$ cat config.mk
export PLATFORM = sky130hd
export DESIGN_NAME = run_control_monitor_flat
export DESIGN_NICKNAME = d
export VERILOG_FILES = /design/src/rtl/run_mon_pkg.sv /design/src/rtl/run_control_monitor_if.sv /design/src/rtl/commit_popcount.sv /design/src/rtl/run_control_monitor.sv /design/src/flat_wrapper.sv
export SDC_FILE = /design/constraint.sdc
export NUM_CORES = 1
export LEC_CHECK = 0
export ABC_AREA = 1
export CORE_ASPECT_RATIO = 0.9
export CORE_MARGIN = 2
export CORE_UTILIZATION = 53
export DETAILED_ROUTE_END_ITERATION = 12
export PLACE_DENSITY = 0.83
export SKIP_CTS_REPAIR_TIMING = 1
export SLEW_MARGIN = 10
export SYNTH_ARGS = -nofsm -noshare
export SYNTH_HDL_FRONTEND = slang
export SYNTH_HIERARCHICAL = 1
export SYNTH_SLANG_ARGS = --single-unit
export TNS_END_PERCENT = 50
$ cat constraint.sdc
create_clock -name clk -period 3.65 [get_ports clk]
set_input_delay 0.365 -clock clk [delete_from_list [all_inputs] [get_ports clk]]
set_output_delay 0.365 -clock clk [all_outputs]
set_load 0.005 [all_outputs]
$ cat src/rtl/run_mon_pkg.sv
// Shared types for the run-control monitor: termination causes and FSM states.
package run_mon_pkg;

    localparam int CAUSE_W = 3;

    typedef enum logic [CAUSE_W-1:0] {
        CAUSE_NONE     = 3'd0,
        CAUSE_HALT     = 3'd1,
        CAUSE_TIMEOUT  = 3'd2,
        CAUSE_DEADLOCK = 3'd3,
        CAUSE_ERROR    = 3'd4
    } cause_t;

    typedef enum logic [1:0] {
        ST_IDLE,
        ST_RUN,
        ST_DRAIN,
        ST_DONE
    } state_t;

endpackage

$ cat src/rtl/run_control_monitor_if.sv
// Bench-facing bundle of the run-control monitor: run inputs from the bench,
// verdict and counters back to the bench's end-of-test report.
interface run_control_monitor_if #(
    parameter int NUM_COMMIT = 2,
    parameter int CNT_W      = 32,
    parameter int ERRCODE_W  = 16
);
    import run_mon_pkg::*;

    logic                  enable;
    logic [CNT_W-1:0]      timeout_limit;
    logic [NUM_COMMIT-1:0] commit;
    logic [NUM_COMMIT-1:0] halt;
    logic [ERRCODE_W-1:0]  errcode;

    logic                  done;
    cause_t                cause;
    logic [ERRCODE_W-1:0]  err_latched;
    logic [CNT_W-1:0]      cycle_count;
    logic [63:0]           commit_count;

    modport master (
        output enable, timeout_limit, commit, halt, errcode,
        input  done, cause, err_latched, cycle_count, commit_count
    );

    modport slave (
        input  enable, timeout_limit, commit, halt, errcode,
        output done, cause, err_latched, cycle_count, commit_count
    );

endinterface

$ cat src/rtl/commit_popcount.sv
// Counts how many retire lanes committed this cycle (0..NUM_COMMIT).
module commit_popcount #(
    parameter int  NUM_COMMIT = 2,
    localparam int COUNT_W    = $clog2(NUM_COMMIT + 1)
) (
    input  logic [NUM_COMMIT-1:0] lanes,
    output logic [COUNT_W-1:0]    count
);

    // Sum the valid bits of all lanes.
    always_comb begin
        count = '0;
        for (int i = 0; i < NUM_COMMIT; i++) begin
            count = count + COUNT_W'(lanes[i]);
        end
    end

endmodule

$ cat src/rtl/run_control_monitor.sv
// Run-control monitor: decides when a CPU bench run ends and why
// (halt, timeout, commit-starvation deadlock, or checker error after a drain).
// Optional feature macro: RUN_MON_DEADLOCK_EN compiles in the idle counter
// and the DEADLOCK cause; without it DEADLOCK_CYCLES has no effect.
module run_control_monitor
    import run_mon_pkg::*;
#(
    parameter int NUM_COMMIT      = 2,
    parameter int CNT_W           = 32,
    parameter int ERRCODE_W       = 16,
    parameter int ERR_DRAIN       = 5,
    parameter int DEADLOCK_CYCLES = 10000
) (
    input logic                clk,
    input logic                rst,
    run_control_monitor_if.slave bus
);

    localparam int PC_W    = $clog2(NUM_COMMIT + 1);
    localparam int DRAIN_W = (ERR_DRAIN > 1) ? $clog2(ERR_DRAIN) : 1;
    localparam logic [DRAIN_W-1:0] DRAIN_LAST = DRAIN_W'(ERR_DRAIN - 1);
    localparam logic [CNT_W-1:0]   CNT_MAX    = '1;

    state_t               state;
    logic [PC_W-1:0]      commit_pc;
    logic [DRAIN_W-1:0]   drain_count;
    logic [ERRCODE_W-1:0] errcode_in;
    logic [CNT_W-1:0]     cycle_next;
    logic                 any_commit;
    logic                 halt_hit;
    logic                 error_hit;
    logic                 timeout_hit;
    logic                 deadlock_hit;

    commit_popcount #(
        .NUM_COMMIT(NUM_COMMIT)
    ) u_commit_popcount (
        .lanes(bus.commit),
        .count(commit_pc)
    );

    assign errcode_in  = bus.errcode;
    assign any_commit  = |bus.commit;
    assign halt_hit    = |(bus.commit & bus.halt);
    assign error_hit   = (errcode_in != '0);
    assign timeout_hit = (bus.timeout_limit != '0) &&
                         (bus.cycle_count == bus.timeout_limit - CNT_W'(1));
    assign cycle_next  = (bus.cycle_count == CNT_MAX) ? bus.cycle_count
                                                      : bus.cycle_count + CNT_W'(1);

`ifdef RUN_MON_DEADLOCK_EN
    localparam logic [CNT_W-1:0] IDLE_LAST = CNT_W'(DEADLOCK_CYCLES - 1);

    logic [CNT_W-1:0] idle_count;

    // Length of the current commit-free streak while the run is live.
    always_ff @(posedge clk) begin
        if (!rst || state == ST_IDLE) begin
            idle_count <= '0;
        end else if (state == ST_RUN || state == ST_DRAIN) begin
            if (any_commit) begin
                idle_count <= '0;
            end else if (idle_count != CNT_MAX) begin
                idle_count <= idle_count + CNT_W'(1);
            end
        end
    end

    assign deadlock_hit = (DEADLOCK_CYCLES != 0) && !any_commit && (idle_count == IDLE_LAST);
`else
    // Deadlock detection is compiled out: constant zero for any legal DEADLOCK_CYCLES.
    assign deadlock_hit = (DEADLOCK_CYCLES < 0);
`endif

    // Run-control FSM with its counters and registered verdict outputs.
    always_ff @(posedge clk) begin
        if (!rst) begin
            state            <= ST_IDLE;
            drain_count      <= '0;
            bus.done         <= 1'b0;
            bus.cause        <= CAUSE_NONE;
            bus.err_latched  <= '0;
            bus.cycle_count  <= '0;
            bus.commit_count <= '0;
        end else begin
            case (state)
                ST_IDLE: begin
                    drain_count      <= '0;
                    bus.cycle_count  <= '0;
                    bus.commit_count <= '0;
                    if (bus.enable) begin
                        state <= ST_RUN;
                    end
                end
                ST_RUN: begin
                    bus.cycle_count  <= cycle_next;
                    bus.commit_count <= bus.commit_count + 64'(commit_pc);
                    if (error_hit) begin
                        bus.err_latched <= errcode_in;
                        drain_count     <= '0;
                        state           <= ST_DRAIN;
                    end else if (halt_hit) begin
                        state     <= ST_DONE;
                        bus.done  <= 1'b1;
                        bus.cause <= CAUSE_HALT;
                    end else if (deadlock_hit) begin
                        state     <= ST_DONE;
                        bus.done  <= 1'b1;
                        bus.cause <= CAUSE_DEADLOCK;
                    end else if (timeout_hit) begin
                        state     <= ST_DONE;
                        bus.done  <= 1'b1;
                        bus.cause <= CAUSE_TIMEOUT;
                    end
                end
                ST_DRAIN: begin
                    bus.cycle_count  <= cycle_next;
                    bus.commit_count <= bus.commit_count + 64'(commit_pc);
                    if (drain_count == DRAIN_LAST) begin
                        state     <= ST_DONE;
                        bus.done  <= 1'b1;
                        bus.cause <= CAUSE_ERROR;
                    end else begin
                        drain_count <= drain_count + DRAIN_W'(1);
                    end
                end
                ST_DONE: begin
                    state <= ST_DONE;
                end
                default: begin
                    state <= ST_IDLE;
                end
            endcase
        end
    end

endmodule

$ cat src/flat_wrapper.sv
// flat-port wrapper written by rule: the top's interface ports become plain ports
module run_control_monitor_flat import run_mon_pkg::*;
#(
    parameter int NUM_COMMIT      = 2,
    parameter int CNT_W           = 32,
    parameter int ERRCODE_W       = 16,
    parameter int ERR_DRAIN       = 5,
    parameter int DEADLOCK_CYCLES = 10000
)
  (clk, rst, bus_enable, bus_timeout_limit, bus_commit, bus_halt, bus_errcode, bus_done, bus_cause, bus_err_latched, bus_cycle_count, bus_commit_count);
  run_control_monitor_if #(.NUM_COMMIT(NUM_COMMIT), .CNT_W(CNT_W), .ERRCODE_W(ERRCODE_W)) bus_i ();
  input logic clk;
  input logic rst;
  input wire logic [$bits(bus_i.enable)-1:0] bus_enable;
  input wire logic [$bits(bus_i.timeout_limit)-1:0] bus_timeout_limit;
  input wire logic [$bits(bus_i.commit)-1:0] bus_commit;
  input wire logic [$bits(bus_i.halt)-1:0] bus_halt;
  input wire logic [$bits(bus_i.errcode)-1:0] bus_errcode;
  output wire logic [$bits(bus_i.done)-1:0] bus_done;
  output wire logic [$bits(bus_i.cause)-1:0] bus_cause;
  output wire logic [$bits(bus_i.err_latched)-1:0] bus_err_latched;
  output wire logic [$bits(bus_i.cycle_count)-1:0] bus_cycle_count;
  output wire logic [$bits(bus_i.commit_count)-1:0] bus_commit_count;
  assign bus_i.enable = bus_enable;
  assign bus_i.timeout_limit = bus_timeout_limit;
  assign bus_i.commit = bus_commit;
  assign bus_i.halt = bus_halt;
  assign bus_i.errcode = bus_errcode;
  assign bus_done = bus_i.done;
  assign bus_cause = bus_i.cause;
  assign bus_err_latched = bus_i.err_latched;
  assign bus_cycle_count = bus_i.cycle_count;
  assign bus_commit_count = bus_i.commit_count;
  run_control_monitor #(.NUM_COMMIT(NUM_COMMIT), .CNT_W(CNT_W), .ERRCODE_W(ERRCODE_W), .ERR_DRAIN(ERR_DRAIN), .DEADLOCK_CYCLES(DEADLOCK_CYCLES)) u_core (.clk(clk), .rst(rst), .bus(bus_i));
endmodule
==> results.cfg <==
[clock_tree]
cts_buffers = 17
h-tree-depth = 4
clock-root-buffer = clkbuf_16
cts.sinks = 121
path_clk_slew_ns = 0.06
cts_tree = done
clock_latency_ns = 0.41
cts_buffer_depth = 2

[synth]
synth.area.top_cells = dfxtp_1 32%, nand2_1 13%, nor2_1 9.1%
synthFlopType = dfxtp_1
synth_area_um2 = 7680
yosysUniqueCellTypes = 50
synth_cells = 1213
yosys_warnings = 6
synth.avg_cell_area_um2 = 6.331
synth_top_area_cell = dfxtp_1
syn_nets = 1281
synth.ff_latch_count = 121
synth_edf_count = 0
synth_top_area_share_pct = 31.54
ys_async_sr_fraction_pct = 0
seq_area_frac_synth_pct = 31.54

[critical_path]
cp.required_ns = 3.96
critPathCaptureType = flip-flop
reg2reg_slack_ns = 0.82
cp_cell_sequence = clkdlybuf4s50_1 -> ha_1 -> ha_1 -> inv_1 -> fa_1 -> nand3b_1 -> nor2_2 -> nand2_1 -> nor2_1 -> and3_2 -> nand2_2 -> nor2_2 -> nand3_1 -> nor2_1 -> a21oi_1 -> o21a_1
slowest_stage = clkdlybuf4s50_1
max_stage_delay_ns = 0.42
crit_arrival_ns = 3.42
crit_type = primary input to flip-flop
start_kind = primary input
path_max_fanout = 4

[layout]
fin_util_pct = 71.82
area_growth_pct = 31.93
nets = 1457
antenna-diode-count = 0
post-route-cell-area_um2 = 10130
final_layout_size_suffix_gt1_share_pct = 7.863
multi_input_area_um2 = 4507
regArea_um2 = 2422
fill_cells = 1196

[pwr]
power_density_nw_per_um2 = 447.9
total_power_mw = 4.538
leakage_nw = 3.724
ir_drop_v = 0.0004158

[sta]
report.final.slew_viol_count = 0
max_freq_mhz = 322.0
post-route-min-period_ns = 3.106
fin_skew_ns = 0.009122
tns_ns = 0
slew-limit-headroom_pct = 54.71
fin_ws_ns = 0.5442
rsz0062_at_grt = no
hold_violations = 0
timing.final.crit_share_pct = 85.09
setup_viol = 0
worst_slew_pin_slew_ns = 0.6786

[routing]
wl_um = 23360
avgRoutedWirePerCell_um = 14.67
drt_iter0_markers = 934
routed_via_density = 5.553
drc = 0
ant_nets = 0
vias = 8841
dr.pass1.iters = 6

[floorplanning]
dieArea_um2 = 15470
die_x_um = 130.9
core_um2 = 14110
die_h_um = 118.2
start_util_pct = 54.44
io_pins = 171
rows = 41

[placement]
dp_hpwl_um = 17420
port_buffers = 170
place.gp.congestion = 0.9556
place_ws_ns = 0.2253
place_area_um2 = 9574

[global_routing]
grt_overflow_total = 0
grt_max_degree = 38
grt_pass1_vias = 7781
track_usage_pct = 29.79
antenna_found_initial = 0
grt_pass1_wl_um = 37320

[worst_hold_path]
worstHoldPathType = flip-flop to flip-flop

[flow_run]
max_cap_viol_count = 0

[outcome]
status = finished, final reports clean
## worst paths after layout
check                                  start                     endpoint  depth (start not counted)
setup / recovery               bus_commit[0]  u_core/bus.commit_count[58]                         16
hold / removal    u_core/bus.err_latched[12]   u_core/bus.err_latched[12]                          2
setup reg to reg  u_core/bus.commit_count[0]  u_core/bus.commit_count[58]                         14
hold reg to reg   u_core/bus.err_latched[12]   u_core/bus.err_latched[12]                          2
## critical path: cells and delay by family
kind | cells | cell delay, ns
adder cells (fa/ha/maj) | 3 | 0.83
AND/OR/NAND/NOR | 9 | 1.51
buffers and inverters | 2 | 0.48
AO/OA/AOI/OAI | 2 | 0.21
## stage by stage
step | hold WS, ns | std cells
after CTS | 0.4837 | 1592
after floorplan | 0.4562 | 1213
after global placement | 0.4631 | 1563
after detailed placement | 0.4727 | 1563
final | 0.4784 | 1592
after global routing | 0.5063 | 1592
## cells in the final DEF, fill, tap and decap left out, types with 10 or more instances in the layout
master	synthesis	layout
nand2_1	267	267
nor2_1	186	186
clkdlybuf4s50_1	0	170
inv_1	162	162
dfxtp_1	121	121
a21oi_1	87	86
o21ai_0	68	68
nand3_1	53	53
nand4_1	39	39
nor3_1	39	39
nor2_2	30	30
clkbuf_16	0	17
nand2_2	12	12
o21a_1	12	12
xnor2_1	12	12
ha_1	12	12
xor2_1	10	10
## power breakdown
| group | leakage [nW] | internal (mW) | switching [mW] |
|---|---|---|---|
| Combinational | 2.47 | 0.529 | 0.892 |
| Clock | 0.277 | 1.02 | 0.579 |
| Sequential | 0.979 | 1.44 | 0.0756 |
## cells in the mapped netlist, types with 2 or more instances
master	number
or4_1	3
a21oi_1	87
buf_2	3
inv_2	8
o21a_1	12
nor2_1	186
nor2_4	4
dfxtp_1	121
o211ai_1	2
nand3_1	53
buf_6	2
o21ai_0	68
nor2_2	30
nand3b_1	9
nor4_1	9
xnor3_1	2
clkbuf_1	12
ha_1	12
nand2_1	267
nand2_2	12
clkinv_1	3
or2_2	5
inv_1	162
a211oi_1	3
xnor2_1	12
a221oi_2	2
nand4_1	39
and3_1	3
xor2_1	10
nand3_2	6
buf_4	3
o21ai_1	7
nor3_1	39
## flip-flops by register name, summed over array words and instances (netlist names)
name / count
u_core/drain_count: 3
u_core/bus.err_latched: 16
u_core/state: 2
u_core/bus.done: 1
u_core/bus.cycle_count: 32
u_core/bus.commit_count: 64
u_core/bus.cause: 3
## layer usage
metal	vias to the layer above	GRT usage [%]	share of wire, %
met5	-	0	0
met3	51	6.202	9.8
met4	0	8.644	2.1
met2	460	45.15	44
met1	4029	42.60	44
li1	4301	-	-
## logic make-up (layout without fill, tap and decap cells)
group	Yosys count	count (layout)	share of synthesized area, %
compound gates	190	190	13.54
simple gates	672	672	39.78
buf+inv	193	379	9.824
xor+xnor	24	24	3.095
fa+ha+maj	13	13	2.216
flops	121	121	31.54
## final cells by class
type | instances | share of cell area (%)
inverters | 173 | 6.409
clock buffers | 20 | 4.507
clock inverters | 9 | 1.000
well taps | 193 | 2.383
multi-input cells | 899 | 44.48
flip-flops and latches | 121 | 23.91
repair buffers | 177 | 17.31
Power figures use the tool's default switching activity.
